[config.mk]
export PLATFORM = sky130hd
export DESIGN_NAME = seq_detect_prog
export DESIGN_NICKNAME = d
export VERILOG_FILES = /design/src/rtl/seq_detect_prog.sv
export SDC_FILE = /design/constraint.sdc
export NUM_CORES = 1
export LEC_CHECK = 0
export CORE_ASPECT_RATIO = 1.25
export CORE_MARGIN = 8
export CORE_UTILIZATION = 56
export DETAILED_ROUTE_END_ITERATION = 6
export GPL_TIMING_DRIVEN = 0
export PLACE_DENSITY = 0.94
export SYNTH_ARGS = -nofsm -noshare
export SYNTH_HDL_FRONTEND = slang
export SYNTH_SLANG_ARGS = --single-unit
[constraint.sdc]
create_clock -name clk -period 5.4 [get_ports clk]
set_clock_uncertainty 0.2 [all_clocks]
set_input_delay 1.08 -clock clk [delete_from_list [all_inputs] [get_ports clk]]
set_output_delay 1.08 -clock clk [all_outputs]
set_load 0.02 [all_outputs]
[src/rtl/seq_detect_prog.sv]
// seq_detect_prog: runtime-programmable serial bit-pattern detector.
// Pattern, don't-care mask, length and overlap mode are loaded through a
// config strobe into shadow registers. A match raises a one-cycle registered
// flag and bumps a saturating match counter with a sticky saturation bit.
// Optional macro SEQ_DETECT_DUAL_EN adds a second comparator channel (B)
// that shares the history, fill count, length and overlap mode.
module seq_detect_prog #(
    parameter  int PAT_W = 8,
    parameter  int CNT_W = 8,
    localparam int LEN_W = $clog2(PAT_W + 1)
) (
    input  logic             clk,
    input  logic             rst_n,
    input  logic             din_valid,
    input  logic             din,
    input  logic             cfg_we,
    input  logic [PAT_W-1:0] cfg_pattern,
    input  logic [PAT_W-1:0] cfg_mask,
    input  logic [LEN_W-1:0] cfg_len,
    input  logic             cfg_overlap,
    input  logic             cnt_clr,
`ifdef SEQ_DETECT_DUAL_EN
    input  logic [PAT_W-1:0] cfg_pattern_b,
    input  logic [PAT_W-1:0] cfg_mask_b,
    output logic             flag_b,
`endif
    output logic             flag,
    output logic [CNT_W-1:0] match_cnt,
    output logic             cnt_sat
);

    localparam logic [LEN_W-1:0] LEN_MAX = LEN_W'(PAT_W);
    localparam logic [CNT_W-1:0] CNT_MAX = {CNT_W{1'b1}};

    // Shadow configuration
    logic [PAT_W-1:0] pat_q;
    logic [PAT_W-1:0] mask_q;
    logic [LEN_W-1:0] len_q;
    logic             ovl_q;

    // Stream state: hist[0] is the most recent accepted bit
    logic [PAT_W-1:0] hist_q;
    logic [LEN_W-1:0] fill_q;

    logic [PAT_W-1:0] hist_next;
    logic [LEN_W-1:0] fill_next;
    logic [PAT_W-1:0] lenmask;
    logic             accept;
    logic             hit_a;
    logic             match_a;
    logic             match_any;
    logic [CNT_W-1:0] cnt_inc;

`ifdef SEQ_DETECT_DUAL_EN
    logic [PAT_W-1:0] pat_b_q;
    logic [PAT_W-1:0] mask_b_q;
    logic             hit_b;
    logic             match_b;
`endif

    // Post-shift history/fill and per-channel compare against the shadow config
    always_comb begin
        accept    = din_valid && !cfg_we;
        hist_next = {hist_q[PAT_W-2:0], din};
        // fill <= len always holds, so fill+1 never exceeds PAT_W here
        fill_next = (fill_q >= len_q) ? len_q : fill_q + 1'b1;
        lenmask   = '0;
        for (int i = 0; i < PAT_W; i++)
            lenmask[i] = (i < int'(len_q));
        hit_a     = (len_q != '0) && (fill_next == len_q) &&
                    (((hist_next ^ pat_q) & mask_q & lenmask) == '0);
        match_a   = accept && hit_a;
`ifdef SEQ_DETECT_DUAL_EN
        hit_b     = (len_q != '0) && (fill_next == len_q) &&
                    (((hist_next ^ pat_b_q) & mask_b_q & lenmask) == '0);
        match_b   = accept && hit_b;
        match_any = match_a || match_b;
`else
        match_any = match_a;
`endif
        cnt_inc   = match_cnt + 1'b1;
    end

    // Config shadow load; an oversize length is clamped to PAT_W
    always_ff @(posedge clk) begin
        if (!rst_n) begin
            pat_q  <= '0;
            mask_q <= '0;
            len_q  <= '0;
            ovl_q  <= 1'b0;
        end else if (cfg_we) begin
            pat_q  <= cfg_pattern;
            mask_q <= cfg_mask;
            len_q  <= (cfg_len > LEN_MAX) ? LEN_MAX : cfg_len;
            ovl_q  <= cfg_overlap;
        end
    end

`ifdef SEQ_DETECT_DUAL_EN
    // Channel B shadow config loads on the same strobe
    always_ff @(posedge clk) begin
        if (!rst_n) begin
            pat_b_q  <= '0;
            mask_b_q <= '0;
        end else if (cfg_we) begin
            pat_b_q  <= cfg_pattern_b;
            mask_b_q <= cfg_mask_b;
        end
    end
`endif

    // History shift and fill tracking; a config load restarts the stream and
    // a non-overlapping match demands a fresh run of len bits
    always_ff @(posedge clk) begin
        if (!rst_n || cfg_we) begin
            hist_q <= '0;
            fill_q <= '0;
        end else if (accept) begin
            hist_q <= hist_next;
            fill_q <= (match_any && !ovl_q) ? '0 : fill_next;
        end
    end

    // Registered one-cycle match flags
    always_ff @(posedge clk) begin
        if (!rst_n) begin
            flag   <= 1'b0;
`ifdef SEQ_DETECT_DUAL_EN
            flag_b <= 1'b0;
`endif
        end else begin
            flag   <= match_a;
`ifdef SEQ_DETECT_DUAL_EN
            flag_b <= match_b;
`endif
        end
    end

    // Saturating match counter; clear beats a same-cycle match
    always_ff @(posedge clk) begin
        if (!rst_n || cnt_clr) begin
            match_cnt <= '0;
            cnt_sat   <= 1'b0;
        end else if (match_any && match_cnt != CNT_MAX) begin
            match_cnt <= cnt_inc;
            if (cnt_inc == CNT_MAX)
                cnt_sat <= 1'b1;
        end
    end

endmodule

# Word level (Yosys, flattened, before mapping)

Index checks and enable logic that the tools add are counted.

$add $sub $neg: 2
Magnitude comparators: 10
Equality and inequality tests: 3
Muxes and demuxes: 3
Bitwise gates (word level): 3
Reduce and logical (&&, ||, !) cells: 14

Operators by type and width:

| kind                                                                        | number |
|---|---|
| 8-bit AND                                                                   | 2 |
| 3-bit by 4-bit less-than comparator with 1-bit output, first input constant | 4 |
| 4-bit 2-to-1 mux                                                            | 3 |
| 8-bit by 1-bit adder with 8-bit output, second input constant               | 1 |
| 8-bit == test, second input constant                                        | 1 |
| 8-bit zero test                                                             | 1 |
| 1-bit by 4-bit less-than comparator with 1-bit output, first input constant | 2 |
| 2-bit by 4-bit less-than comparator with 1-bit output, first input constant | 2 |
| 8-bit inequality test, second input constant                                | 1 |
| 8-bit XOR                                                                   | 1 |
| 1-bit logical AND                                                           | 6 |
| 4-bit by 1-bit adder with 4-bit output, second input constant               | 1 |
| 4-bit == test                                                               | 1 |
| 4-bit greater-or-equal comparator                                           | 1 |
| 4-bit > comparator, second input constant                                   | 1 |
| 4-bit nonzero test                                                          | 1 |
| 1-bit zero test                                                             | 3 |
| 1-bit logical OR                                                            | 2 |
| 2-bit AND reduction                                                         | 1 |

Flip-flop bits (word level): 42
Bits of input ports: 27
Output and inout bits: 10
Logic and storage cells: 44

# Logic depth before layout (Yosys ltp)

Depth after elaboration: 8
Mapped depth: 10
Mapped depth without buffers: 9

# Worst setup path after synthesis

Ideal clock, no wire load.

Path kind: in2reg
Start: in cfg_we
End: reg match_cnt[3]
Setup time: 0.070 ns
Data arrival time: 2.374 ns
Data required time: 5.130 ns
Slack: 2.756 ns
Stages on the path: 6
Buffers on the path: 1
Cell sequence: clkbuf_1 > nand3b_1 > o22ai_1 > nand4_4 > or3_1 > a21oi_1

Word-level cells in the longest chain between the ends: 4

Ends and longest elaborated chain:

| item                 | line | RTL |
|---|---|---|
| from (decl)          | 16   | `input logic cfg_we,` |
| 1-bit zero test      | 63   | `accept = din_valid && !cfg_we;` |
| 1-bit logical AND    | 63   |  |
| 1-bit logical AND    | 72   | `match_a = accept && hit_a;` |
| 1-bit logical AND    | 144  | `end else if (match_any && match_cnt != CNT_MAX) begin` |
| to (signal assigned) | 145  | `match_cnt <= cnt_inc;` |
| to (decl)            | 28   | `output logic [CNT_W-1:0] match_cnt,` |

Every way passes these cells.
A chain may end at the register's enable or synchronous reset.

# Worst setup path after layout

Start: in din
End: reg match_cnt[3]

Word-level cells in the longest chain between the ends: 7

Ends and longest elaborated chain:

| item                   | line | RTL |
|---|---|---|
| from (decl)            | 15   | `input logic din,` |
| 8-bit XOR              | 71   | `(((hist_next ^ pat_q) & mask_q & lenmask) == '0);` |
| 8-bit AND (2 in a row) | 71   |  |
| 8-bit zero test        | 71   |  |
| 1-bit logical AND      | 70   | `hit_a = (len_q != '0) && (fill_next == len_q) &&` |
| 1-bit logical AND      | 72   |  |
| 1-bit logical AND      | 144  |  |

Every way passes these cells.

==> summary by stage <==
Finish
The finished layout cell area is 2670 µm². The layout has 278 filler cells. The number of nets in the layout is 310. The layout cell share with drive strength beyond 1 is 0.0543. The area growth from synthesis to layout is 23.8%. The number of antenna diodes is 0. At the end of the flow the core is filled with cells to 0.711.

Power and ir drop
The combinational power share is 0.134. In this run the power density over the cells is 252 nW/µm². Of the total power, registers draw 0.490. For this design the static power due to leakage is 1.04 nW. Of the total power, the share spent switching nets is 0.233. Across the VDD grid, the largest voltage drop is 0.000175 V. The total net switching power is 0.000157 W. The cell internal power dissipation is 0.000516 W. The part of the total power dissipated in the clock network is 0.376.

Clocking
Buffers inserted to repair hold after CTS numbered 0. The clock transition at the register clock pins on the worst setup and hold paths after CTS is 80 ps. The worst-case clock buffer depth is 2. TritonCTS built the clock tree.

Post-CTS repair changed the size of 0 cells. The CTS sink count is 42. The H-tree was split into 2 levels. The number of buffers inserted to repair setup after CTS is 0. The number of buffers added by the clock tree synthesis step is 5. The root buffer selected by CTS is sky130_fd_sc_hd__clkbuf_8. The later-pin clock latency in the skew report is 300 ps.

Yosys
Counting flops and latches in the post-synthesis netlist gives 42. By count the netlist is led by sky130_fd_sc_hd__dfxtp_1, sky130_fd_sc_hd__mux2i_1, sky130_fd_sc_hd__nor2b_1. After technology mapping, the gate count stands at 234.

After synthesis, the mean cell area works out to 9.21 µm². The number of nets in the synthesized netlist is 268. Of all cell types, the one taking the most synthesized area is sky130_fd_sc_hd__dfxtp_1.

The number of different library cells used by synthesis comes to 44. Of the post-synthesis cell area, the dominant cell type holds 0.390. Yosys instantiated no cell more often than sky130_fd_sc_hd__dfxtp_1. By area the synthesized netlist is led by sky130_fd_sc_hd__dfxtp_1, sky130_fd_sc_hd__mux2i_1, sky130_fd_sc_hd__nor2b_1. The number of enable flip-flop cells after synthesis is 0.

The synthesis warning total is 0. After synthesis, the share of flip-flops with an asynchronous set or reset is 0. The predominant post-synthesis flop cell is sky130_fd_sc_hd__dfxtp_1.

After synthesis the cells add up to 2160 µm². Of the synthesized area, sequential elements account for 0.390.

Placed design
The cell area reported after detailed placement is 2560 µm². After legalization and detailed placement, the total HPWL measured 3.60 mm. The routability congestion estimate is 0.828.

The count of buffers added on input and output ports is 35.

Timing
The clock period minus final worst setup slack is 2870 ps. At the pin with the least slew margin, the transition time is 742 ps. For this run, the top clock speed supported by timing is 348 MHz. The final count of negative-setup-slack endpoints is 0. The number of pins exceeding their max-slew limit in the final report is 0. The count of endpoints failing hold in the final timing report is 0. After routing, the total negative slack on setup checks comes to 0 ps. Setup repair after global routing left no endpoint under its margin. In this run the tightest slew margin relative to its limit is 0.505. The post-route clock period utilization is 0.532.

Run status
The flow ran to the end, and the final reports show no timing, DRC or antenna violations.

Die
In this run the count of I/O pins placed on the die edge is 37. For this configuration, the core starts out at a cell density of 0.574. The die covers 6100 µm². The die width is 71.5 µm. The area of the core is 3750 µm². From bottom edge to top edge, the die measures 85.4 µm. Row generation in the floorplan step produced 25 rows.

Global route
The global-route wire length before repair is 7.81 mm. For this run the aggregate overflow at the end of global routing stands at 0. The number of global-route vias before repair came to 1,826. Entering global routing, the biggest net connects 13 pins. The number of antenna violations at the first check in global routing is 0. The total global routing track utilization is 0.159.

Route
The number of routed nets with antenna violations is 0. The first TritonRoute pass finished after 5 iterations. The final route contains 1,824 vias.

In this run, the number of DRC markers left after iteration 0 of detailed routing was 78. The wire length reported by the detailed router is 4.76 mm. Using the TritonRoute via totals, the vias-per-cell ratio works out to 5.77. Dividing the detail-routed wire length by the instance count gives 15.1 µm. After detailed routing, the number of remaining DRC violations is 0.

Critical path
The critical-path maximum fanout is 8. The endpoint of the lowest-slack register-to-register path is fill_q[2]. The critical path start-end classification is in2reg. In this run the worst setup path begins at din.

STA classifies the critical path endpoint as a flop. The data required time of the worst path is 5440 ps. The number of cells on the worst reg-to-reg path is 9. The worst-case register-to-register setup slack is 2700 ps. The arrival time at the worst endpoint is 2910 ps. The launch instance of the worst register-to-register path is fill_q[0]. The nature of the critical path startpoint is an input port. The critical path ends at match_cnt[3].

Run
Across the run, the number of max-cap violations was 0.

Min path
The startpoint of the most critical hold path is cnt_sat. The class of the worst hold path is reg2reg.
## layout by cell type, fill, tap and decap left out, types with 2 or more instances in the layout
master                            synthesis  final
sky130_fd_sc_hd__o21a_1                   3      3
sky130_fd_sc_hd__o21ai_1                  2      2
sky130_fd_sc_hd__xnor2_1                  6      6
sky130_fd_sc_hd__clkbuf_8                 0      6
sky130_fd_sc_hd__nor2_1                  17     17
sky130_fd_sc_hd__o21ai_0                  4      4
sky130_fd_sc_hd__o22ai_1                  5      5
sky130_fd_sc_hd__nand2_1                 15     15
sky130_fd_sc_hd__clkdlybuf4s50_1          0     35
sky130_fd_sc_hd__ha_1                     7      7
sky130_fd_sc_hd__a21oi_1                 11     11
sky130_fd_sc_hd__nor3_1                   2      2
sky130_fd_sc_hd__mux2i_1                 25     25
sky130_fd_sc_hd__dfxtp_1                 42     42
sky130_fd_sc_hd__nand3b_1                 2      2
sky130_fd_sc_hd__and2_1                   4      4
sky130_fd_sc_hd__or3_1                    4      4
sky130_fd_sc_hd__nand2b_1                 6      6
sky130_fd_sc_hd__and4b_1                  2      2
sky130_fd_sc_hd__clkbuf_1                 7      7
sky130_fd_sc_hd__o32ai_1                  4      4
sky130_fd_sc_hd__inv_1                    7      7
sky130_fd_sc_hd__nand3_1                  6      6
sky130_fd_sc_hd__a22oi_1                  2      2
sky130_fd_sc_hd__nor2b_1                 18     18
sky130_fd_sc_hd__o21ai_2                  2      2
sky130_fd_sc_hd__xor2_1                  12     12
## worst max-delay path, cell delays in order
cell and delay, ps:
sky130_fd_sc_hd__clkdlybuf4s50_1 440, sky130_fd_sc_hd__xor2_1 170, sky130_fd_sc_hd__nand2_1 80, sky130_fd_sc_hd__nand3b_1 100, sky130_fd_sc_hd__o22ai_1 310, sky130_fd_sc_hd__nand4_4 190
sky130_fd_sc_hd__or3_1 380, sky130_fd_sc_hd__a21oi_1 150
## cell families after synthesis
kind of cell    after synthesis  share of synthesized area
fa+ha+maj                     7                     0.0406
flops                        42                      0.390
mux                          25                      0.116
compound gates               40                      0.121
xor+xnor                     18                     0.0731
buf+inv                      16                     0.0296
simple gates                 86                      0.229
## worst min-delay path by stage
| stage | endpoint | slack, ps | cells past startpoint |
|---|---|---|---|
| floorplan | hist_q[6] | 280 | 2 |
| global placement | cnt_sat | 250 | 2 |
| detailed placement | cnt_sat | 290 | 2 |
| CTS | cnt_sat | 310 | 2 |
| global route | mask_q[7] | 340 | 2 |
| finish | cnt_sat | 310 | 2 |
## area by class of cell
cell class / instances / area (µm²) / area share
well taps: 40 / 50.0 / 0.0188
clock inverters: 1 / 30.0 / 0.0113
clock buffers: 6 / 82.6 / 0.0309
plain buffers: 9 / 37.5 / 0.0141
flip-flops and latches: 42 / 841 / 0.315
multi-input cells: 176 / 1250 / 0.469
repair buffers: 35 / 350 / 0.131
inverters: 7 / 26.3 / 0.00985
## sequential cells by signal (all words and copies together) (netlist names), 4 cells and up
signal and cells:
mask_q 8, match_cnt 8, pat_q 8, hist_q 7
fill_q 4, len_q 4
## through the flow
step / instances / hold WS (ps) / worst slack [ps] / total power (W)
final: 316 / 311 / 2530 / 0.000672
after global routing: 316 / 341 / 2390 / 0.000698
after CTS: 316 / 315 / 2540 / 0.000675
after detailed placement: 309 / 294 / 2230 / 0.000426
after global placement: 309 / 253 / 2240 / 0.000423
after floorplan: 234 / 281 / 2760 / 0.000391
## metal layers
layer | wire, µm | up-vias | GRT usage
li1 | - | 901 | -
met5 | 0 | - | 0
met4 | 115 | 0 | 0.0801
met3 | 233 | 13 | 0.0507
met1 | 1940 | 862 | 0.158
met2 | 2470 | 48 | 0.288
## power by group through the flow
stage / sequential, W / combinational, W / clock, W
2_1_floorplan: 0.000334 / 0.0000569 / 0
3_3_place_gp: 0.000336 / 0.0000872 / 0
3_5_place_dp: 0.000336 / 0.0000896 / 0
4_1_cts: 0.000329 / 0.0000904 / 0.000256
5_1_grt: 0.000330 / 0.0000989 / 0.000269
6_report: 0.000329 / 0.0000903 / 0.000253
No activity file was read; power rests on OpenSTA's default activity.
